File: config.mk
export PLATFORM = sky130hd
export DESIGN_NAME = alu_multicycle_flat
export DESIGN_NICKNAME = d
export VERILOG_FILES = /design/src/rtl/alu_ctrl_pkg.sv /design/src/rtl/alu_multicycle_if.sv /design/src/rtl/alu_sra_serial.sv /design/src/rtl/alu_multicycle.sv /design/src/flat_wrapper.sv
export SDC_FILE = /design/constraint.sdc
export NUM_CORES = 1
export LEC_CHECK = 0
export CORE_MARGIN = 10
export CORE_UTILIZATION = 35
export DETAILED_ROUTE_END_ITERATION = 8
export GPL_TIMING_DRIVEN = 1
export SYNTH_ARGS = -nofsm -noshare
export SYNTH_HDL_FRONTEND = slang
export SYNTH_SLANG_ARGS = --single-unit
File: constraint.sdc
create_clock -name clk_i -period 10.5 [get_ports clk_i]
set_clock_uncertainty 0.1 [all_clocks]
set_input_delay 3.15 -clock clk_i [delete_from_list [all_inputs] [get_ports clk_i]]
set_output_delay 3.15 -clock clk_i [all_outputs]
set_load 0.03 [all_outputs]
File: src/rtl/alu_ctrl_pkg.sv
// ALU control encodings, operand-B select codes and execution FSM state type.
// Shared between the ALU control decoder and the multi-cycle execution unit.
package alu_ctrl_pkg;

    localparam int ALU_WIDTH = 32;
    localparam int ALU_CNT_W = 5;

    typedef enum logic [3:0] {
        CTRL_AND = 4'b0000,
        CTRL_OR  = 4'b0001,
        CTRL_ADD = 4'b0010,
        CTRL_SUB = 4'b0110,
        CTRL_SLT = 4'b0111,
        CTRL_SHR = 4'b1000,
        CTRL_LUI = 4'b1001,
        CTRL_BNE = 4'b1010
    } alu_ctrl_e;

    typedef enum logic [1:0] {
        SHAMT_SEL_REG   = 2'd0,
        SHAMT_SEL_IMM   = 2'd1,
        SHAMT_SEL_SHAMT = 2'd2,
        SHAMT_SEL_RSVD  = 2'd3
    } shamt_sel_e;

    typedef enum logic [1:0] {
        IDLE  = 2'd0,
        SHIFT = 2'd1,
        DONE  = 2'd2
    } alu_state_e;

    function automatic logic ctrl_known(input logic [3:0] ctrl);
        logic known;
        case (ctrl)
            CTRL_AND, CTRL_OR, CTRL_ADD, CTRL_SUB,
            CTRL_SLT, CTRL_SHR, CTRL_LUI, CTRL_BNE: known = 1'b1;
            default:                                known = 1'b0;
        endcase
        return known;
    endfunction

endpackage

File: src/rtl/alu_multicycle_if.sv
// Request/result handshake bundle between decode and the multi-cycle ALU.
// master = decode/writeback side, slave = execution unit.
interface alu_multicycle_if #(
    parameter int WIDTH = 32
);
    logic             in_valid_i;
    logic             in_ready_o;
    logic [3:0]       ctrl_i;
    logic [1:0]       shamt_ctrl_i;
    logic [WIDTH-1:0] src1_i;
    logic [WIDTH-1:0] src2_i;
    logic [15:0]      imm_i;
    logic [4:0]       shamt_i;
    logic             out_valid_o;
    logic             out_ready_i;
    logic [WIDTH-1:0] result_o;
    logic             zero_o;
    logic             illegal_o;

    modport master (
        output in_valid_i, ctrl_i, shamt_ctrl_i, src1_i, src2_i, imm_i, shamt_i,
        output out_ready_i,
        input  in_ready_o, out_valid_o, result_o, zero_o, illegal_o
    );

    modport slave (
        input  in_valid_i, ctrl_i, shamt_ctrl_i, src1_i, src2_i, imm_i, shamt_i,
        input  out_ready_i,
        output in_ready_o, out_valid_o, result_o, zero_o, illegal_o
    );
endinterface

File: src/rtl/alu_sra_serial.sv
// Serial arithmetic right shifter: one bit per step, counts down a loaded amount.
// Latency: amount steps after load; last_o flags the step that brings the count to zero.
// No backpressure: steps whenever step_i is high and the count is non-zero.
module alu_sra_serial #(
    parameter int WIDTH = 32,
    parameter int CNT_W = 5
) (
    input  logic             clk_i,
    input  logic             rst_i,
    input  logic             load_i,
    input  logic             step_i,
    input  logic [WIDTH-1:0] value_i,
    input  logic [CNT_W-1:0] amount_i,
    output logic [WIDTH-1:0] step_dat_o,
    output logic             last_o
);

    logic [WIDTH-1:0] acc_q;
    logic [CNT_W-1:0] cnt_q;

    // Value after the current step, so the parent can capture it on the last step.
    assign step_dat_o = {acc_q[WIDTH-1], acc_q[WIDTH-1:1]};
    assign last_o     = (cnt_q == CNT_W'(1));

    always_ff @(posedge clk_i) begin
        if (!rst_i) begin
            acc_q <= '0;
            cnt_q <= '0;
        end else if (load_i) begin
            acc_q <= value_i;
            cnt_q <= amount_i;
        end else if (step_i && (cnt_q != '0)) begin
            acc_q <= step_dat_o;
            cnt_q <= cnt_q - CNT_W'(1);
        end
    end

endmodule

File: src/rtl/alu_multicycle.sv
// Multi-cycle ALU: forms operand B, runs single-cycle ops or a serial arithmetic shift.
// Latency: 1 cycle accept->result; SHR by n>0 takes n+1 cycles (max 32).
// Backpressure: result held in DONE until out_ready_i; no accept outside IDLE.
module alu_multicycle
    import alu_ctrl_pkg::*;
#(
    parameter int WIDTH = 32,
    parameter int CNT_W = 5
) (
    input  logic            clk_i,
    input  logic            rst_i,
    alu_multicycle_if.slave bus
);

    alu_state_e       state;
    logic [WIDTH-1:0] result_q;
    logic             zero_q;
    logic             illegal_q;
    logic             out_valid_q;

    logic             in_ready;
    logic             accept;
    logic [WIDTH-1:0] opb;
    logic [WIDTH-1:0] res_c;
    logic             zero_c;
    logic             illegal_c;
    logic             shift_start;
    logic [WIDTH-1:0] sra_step;
    logic             sra_last;

    assign in_ready = rst_i && (state == IDLE);
    assign accept   = bus.in_valid_i && in_ready;

    always_comb begin
        opb = '0;
        case (bus.shamt_ctrl_i)
            SHAMT_SEL_REG:   opb = bus.src2_i;
            SHAMT_SEL_IMM:   opb = {{(WIDTH-16){1'b0}}, bus.imm_i};
            SHAMT_SEL_SHAMT: opb = {{(WIDTH-CNT_W){1'b0}}, bus.shamt_i};
            default:         opb = '0;
        endcase
    end

    always_comb begin
        res_c     = '0;
        zero_c    = 1'b0;
        illegal_c = (bus.shamt_ctrl_i == SHAMT_SEL_RSVD) || !ctrl_known(bus.ctrl_i);
        case (bus.ctrl_i)
            CTRL_ADD:           res_c = bus.src1_i + opb;
            CTRL_SUB, CTRL_BNE: res_c = bus.src1_i - opb;
            CTRL_AND:           res_c = bus.src1_i & opb;
            CTRL_OR:            res_c = bus.src1_i | opb;
            CTRL_SLT:           res_c = {{(WIDTH-1){1'b0}}, ($signed(bus.src1_i) < $signed(opb))};
            // A zero-amount shift is the only SHR that finishes here.
            CTRL_SHR:           res_c = bus.src1_i;
            CTRL_LUI:           res_c = {opb[15:0], {(WIDTH-16){1'b0}}};
            default:            res_c = '0;
        endcase
        if (illegal_c) begin
            res_c = '0;
        end
        if (illegal_c) begin
            zero_c = 1'b0;
        end else if (bus.ctrl_i == CTRL_BNE) begin
            zero_c = (res_c != '0);
        end else begin
            zero_c = (res_c == '0);
        end
    end

    assign shift_start = accept && !illegal_c && (bus.ctrl_i == CTRL_SHR) &&
                         (opb[CNT_W-1:0] != '0);

    alu_sra_serial #(
        .WIDTH (WIDTH),
        .CNT_W (CNT_W)
    ) u_sra (
        .clk_i      (clk_i),
        .rst_i      (rst_i),
        .load_i     (shift_start),
        .step_i     (state == SHIFT),
        .value_i    (bus.src1_i),
        .amount_i   (opb[CNT_W-1:0]),
        .step_dat_o (sra_step),
        .last_o     (sra_last)
    );

    always_ff @(posedge clk_i) begin
        if (!rst_i) begin
            state       <= IDLE;
            result_q    <= '0;
            zero_q      <= 1'b0;
            illegal_q   <= 1'b0;
            out_valid_q <= 1'b0;
        end else begin
            case (state)
                IDLE: begin
                    if (shift_start) begin
                        state <= SHIFT;
                    end else if (accept) begin
                        result_q    <= res_c;
                        zero_q      <= zero_c;
                        illegal_q   <= illegal_c;
                        out_valid_q <= 1'b1;
                        state       <= DONE;
                    end
                end
                SHIFT: begin
                    if (sra_last) begin
                        result_q    <= sra_step;
                        zero_q      <= (sra_step == '0);
                        illegal_q   <= 1'b0;
                        out_valid_q <= 1'b1;
                        state       <= DONE;
                    end
                end
                DONE: begin
                    if (bus.out_ready_i) begin
                        out_valid_q <= 1'b0;
                        state       <= IDLE;
                    end
                end
                default: begin
                    out_valid_q <= 1'b0;
                    state       <= IDLE;
                end
            endcase
        end
    end

    assign bus.in_ready_o  = in_ready;
    assign bus.out_valid_o = out_valid_q;
    assign bus.result_o    = result_q;
    assign bus.zero_o      = zero_q;
    assign bus.illegal_o   = illegal_q;

endmodule
File: src/flat_wrapper.sv
// flat-port wrapper written by rule: the top's interface ports become plain ports
module alu_multicycle_flat import alu_ctrl_pkg::*;
#(
    parameter int WIDTH = 32,
    parameter int CNT_W = 5
)
  (clk_i, rst_i, bus_in_valid_i, bus_ctrl_i, bus_shamt_ctrl_i, bus_src1_i, bus_src2_i, bus_imm_i, bus_shamt_i, bus_out_ready_i, bus_in_ready_o, bus_out_valid_o, bus_result_o, bus_zero_o, bus_illegal_o);
  alu_multicycle_if #(.WIDTH(WIDTH)) bus_i ();
  input  logic clk_i;
  input  logic rst_i;
  input wire logic [$bits(bus_i.in_valid_i)-1:0] bus_in_valid_i;
  input wire logic [$bits(bus_i.ctrl_i)-1:0] bus_ctrl_i;
  input wire logic [$bits(bus_i.shamt_ctrl_i)-1:0] bus_shamt_ctrl_i;
  input wire logic [$bits(bus_i.src1_i)-1:0] bus_src1_i;
  input wire logic [$bits(bus_i.src2_i)-1:0] bus_src2_i;
  input wire logic [$bits(bus_i.imm_i)-1:0] bus_imm_i;
  input wire logic [$bits(bus_i.shamt_i)-1:0] bus_shamt_i;
  input wire logic [$bits(bus_i.out_ready_i)-1:0] bus_out_ready_i;
  output wire logic [$bits(bus_i.in_ready_o)-1:0] bus_in_ready_o;
  output wire logic [$bits(bus_i.out_valid_o)-1:0] bus_out_valid_o;
  output wire logic [$bits(bus_i.result_o)-1:0] bus_result_o;
  output wire logic [$bits(bus_i.zero_o)-1:0] bus_zero_o;
  output wire logic [$bits(bus_i.illegal_o)-1:0] bus_illegal_o;
  assign bus_i.in_valid_i = bus_in_valid_i;
  assign bus_i.ctrl_i = bus_ctrl_i;
  assign bus_i.shamt_ctrl_i = bus_shamt_ctrl_i;
  assign bus_i.src1_i = bus_src1_i;
  assign bus_i.src2_i = bus_src2_i;
  assign bus_i.imm_i = bus_imm_i;
  assign bus_i.shamt_i = bus_shamt_i;
  assign bus_i.out_ready_i = bus_out_ready_i;
  assign bus_in_ready_o = bus_i.in_ready_o;
  assign bus_out_valid_o = bus_i.out_valid_o;
  assign bus_result_o = bus_i.result_o;
  assign bus_zero_o = bus_i.zero_o;
  assign bus_illegal_o = bus_i.illegal_o;
  alu_multicycle #(.WIDTH(WIDTH), .CNT_W(CNT_W)) u_core (.clk_i(clk_i), .rst_i(rst_i), .bus(bus_i));
endmodule
==> flow_summary.toml <==
[run_status]
status = "finished clean"

[timing]
tightest_slew_ps = 1100
setup_viol = 0
rsz0062_at_grt = "false"
max_clock_freq_mhz = 111
period_share = 0.855
layout_setup_ws_ps = 1520
tns_ps = 0
slew_viol_final = 0
slew_headroom = 0.263
hold_violations = 0
min_period_ps = 8980

[cts]
cts_buffer_depth = 2
clkTransAtPathRegs_ps = 50
cts_tree = "done"
clkLatencyLatePin_ps = 340
cts-root-buf = "clkbuf_16"
cts_buffers = 9
cts-resized-gates = 0
cts_num_sinks = 73
cts-hold-fix-buffers = 0
h-tree-depth = 3
cts_setup_buffers = 0

[placed_design]
place_ws_ps = 1330
routabilityCongestion = 0.994
port_buffers = 130
hpwl_mm = 34.7
dpl_cell_area_sq_um = 11000

[synthesis]
ys_async_sr_fraction = 0
ys_seq_area_frac = 0.153
synth.top_cell.area_share = 0.153
synth_cells = 1358
synth.area.top_cells = "dfxtp_1 (15%), ha_1 (13%), a21oi_1 (7.3%)"
synth-edff-count = 0
postSynthAreaPerCell_sq_um = 7.03
synth_top_area_cell = "dfxtp_1"
ys_ff_latch = 73
ys.flop_type = "dfxtp_1"
yosysWarningCount = 0
ys_types = 92
syn_nets = 1556
synth_area_sq_um = 9550

[final_layout]
area_growth_pct = 18.3
num-fill-cells = 2857
nets = 1623
drive_gt1_frac = 0.0560
layout_common_cells = "a21oi_1 (138), nor2_1 (132), clkdlybuf4s50_1 (130)"
postLayoutCellArea_sq_um = 11300
final_common_cell = "a21oi_1"

[pwr]
power-per-cell-area_nw_per_um2 = 95.8
vdd.ir_drop.worst_v = 0.0000874
finalPower_mw = 1.08
p_leak_nw = 4.51

[grt]
grt_max_degree = 68
grt_pass1_vias = 10500
grtUsageTotal = 0.250
antenna_found_initial = 0
grt.overflow.total = 0
grt_pass1_wl_mm = 66.1

[setup_path]
cp.required_ps = 10620
cp_slowest_cell = "clkdlybuf4s50_1"
cp-end-kind = "flop"
max_stage_delay_ps = 860
crit_chain = "clkdlybuf4s50_1 -> nor2b_1 -> a21oi_1 -> inv_1 -> fa_1 -> a211oi_1 -> o21ai_1 -> a211oi_1 -> o21ai_0 -> o22ai_1 -> mux2i_1 -> nand4_1 -> or3b_1 -> nor4_2 -> nand2_1 -> a211o_1"
r2r_slack_ps = 6950
worstSetupStartpointType = "input pin"
path_class = "in -> reg"
path_max_fanout = 20
path_common_cell = "a211oi_1"
crit_family = "compound AO/OA/AOI/OAI gates"
crit_buf_inv = 2
arrival_ps = 9100

[floorplan]
die_h_microns = 185
die_area_sq_um = 34300
core_sq_um = 26900
row_count = 60
start_util = 0.355
dieWidth_microns = 185
ioPinCount = 131

[detailed_routing]
vias = 11200
avgViaCountPerCell = 6.35
wl_mm = 44.5
drt_pass1_iterations = 7
drt_iter0_drc = 1336
routedWlPerCell_microns = 25.2
drc = 0
drtAntennaViolNets = 0

[flow_run]
drv_cap = 0

[min_path]
min_path_type = "reg -> reg"
cells in the mapped netlist (all sizes together) (28+ instances only):
library cell and instances:
clkbuf 73, ha 101, o21ai 76, nor2 133, a221oi 32, nand2 125, a211oi 36, a21oi 141
a22oi 40, dfxtp 73, nor3 51, nand3 28, inv 98
report_power, final:
group	switching, mW	leakage [nW]	internal [mW]
Sequential	0.00534	0.593	0.287
Combinational	0.318	3.77	0.169
Clock	0.116	0.144	0.188
registers in the layout, summed over array words and instances, names as in the netlist:
name	cells
u_core.bus.illegal_o	1
u_core.state	2
u_core.bus.out_valid_o	1
u_core.u_sra.cnt_q	5
u_core.bus.result_o	32
u_core.u_sra.acc_q	31
u_core.bus.zero_o	1
area by class of cell:
type	instances	area, sq um	area share
Antenna cell	1	2.50	0.000221
Clock buffer	10	239	0.0211
Clock inverter	5	56.3	0.00498
Inverter	98	368	0.0325
Multi-Input combinational cell	1094	7310	0.646
Sequential cell	73	1460	0.129
Tap cell	341	427	0.0377
Timing Repair Buffer	149	1440	0.128
final timing paths:
check                                 startpoint                             endpoint  cells past startpoint
max                          bus_shamt_ctrl_i[1]       u_core.bus.zero_o$_SDFFE_PN0P_                     16
min reg2reg  u_core.bus.out_valid_o$_SDFFE_PN0P_  u_core.bus.out_valid_o$_SDFFE_PN0P_                      2
max reg2reg         u_core.state[1]$_SDFFE_PN0P_       u_core.bus.zero_o$_SDFFE_PN0P_                      9
min          u_core.bus.out_valid_o$_SDFFE_PN0P_  u_core.bus.out_valid_o$_SDFFE_PN0P_                      2
metrics by stage:
step / utilization / hold WS [ps] / instances
2_1_floorplan: - / 362 / 1358
3_3_place_gp: 0.410 / 343 / 1755
3_5_place_dp: 0.410 / 349 / 1755
4_1_cts: 0.421 / 357 / 1770
5_1_grt: 0.421 / 382 / 1770
6_report: 0.421 / 352 / 1771
worst min-delay path: stages, from the launching register on:
cell and delay [ps]:
dfxtp_1 300, nand2_1 50, a21oi_1 50
metal layers:
metal  wire [microns]  GRT usage  share of wire  vias to the layer above
met5                0          0              0                        -
met4             1720     0.0842          0.039                        0
met3             4120     0.0439          0.092                       97
met2            19800      0.402           0.44                      624
met1            18900      0.330           0.42                     5348
li1                 -          -              -                     5178
cell families after synthesis:
family / after synthesis / share of synthesized area
compound gates: 497 / 0.355
xor+xnor: 6 / 0.00550
fa+ha+maj: 103 / 0.136
buf+inv: 191 / 0.0880
flops: 73 / 0.153
mux: 29 / 0.0308
simple gates: 459 / 0.231
(Power assumes the default switching activity.)
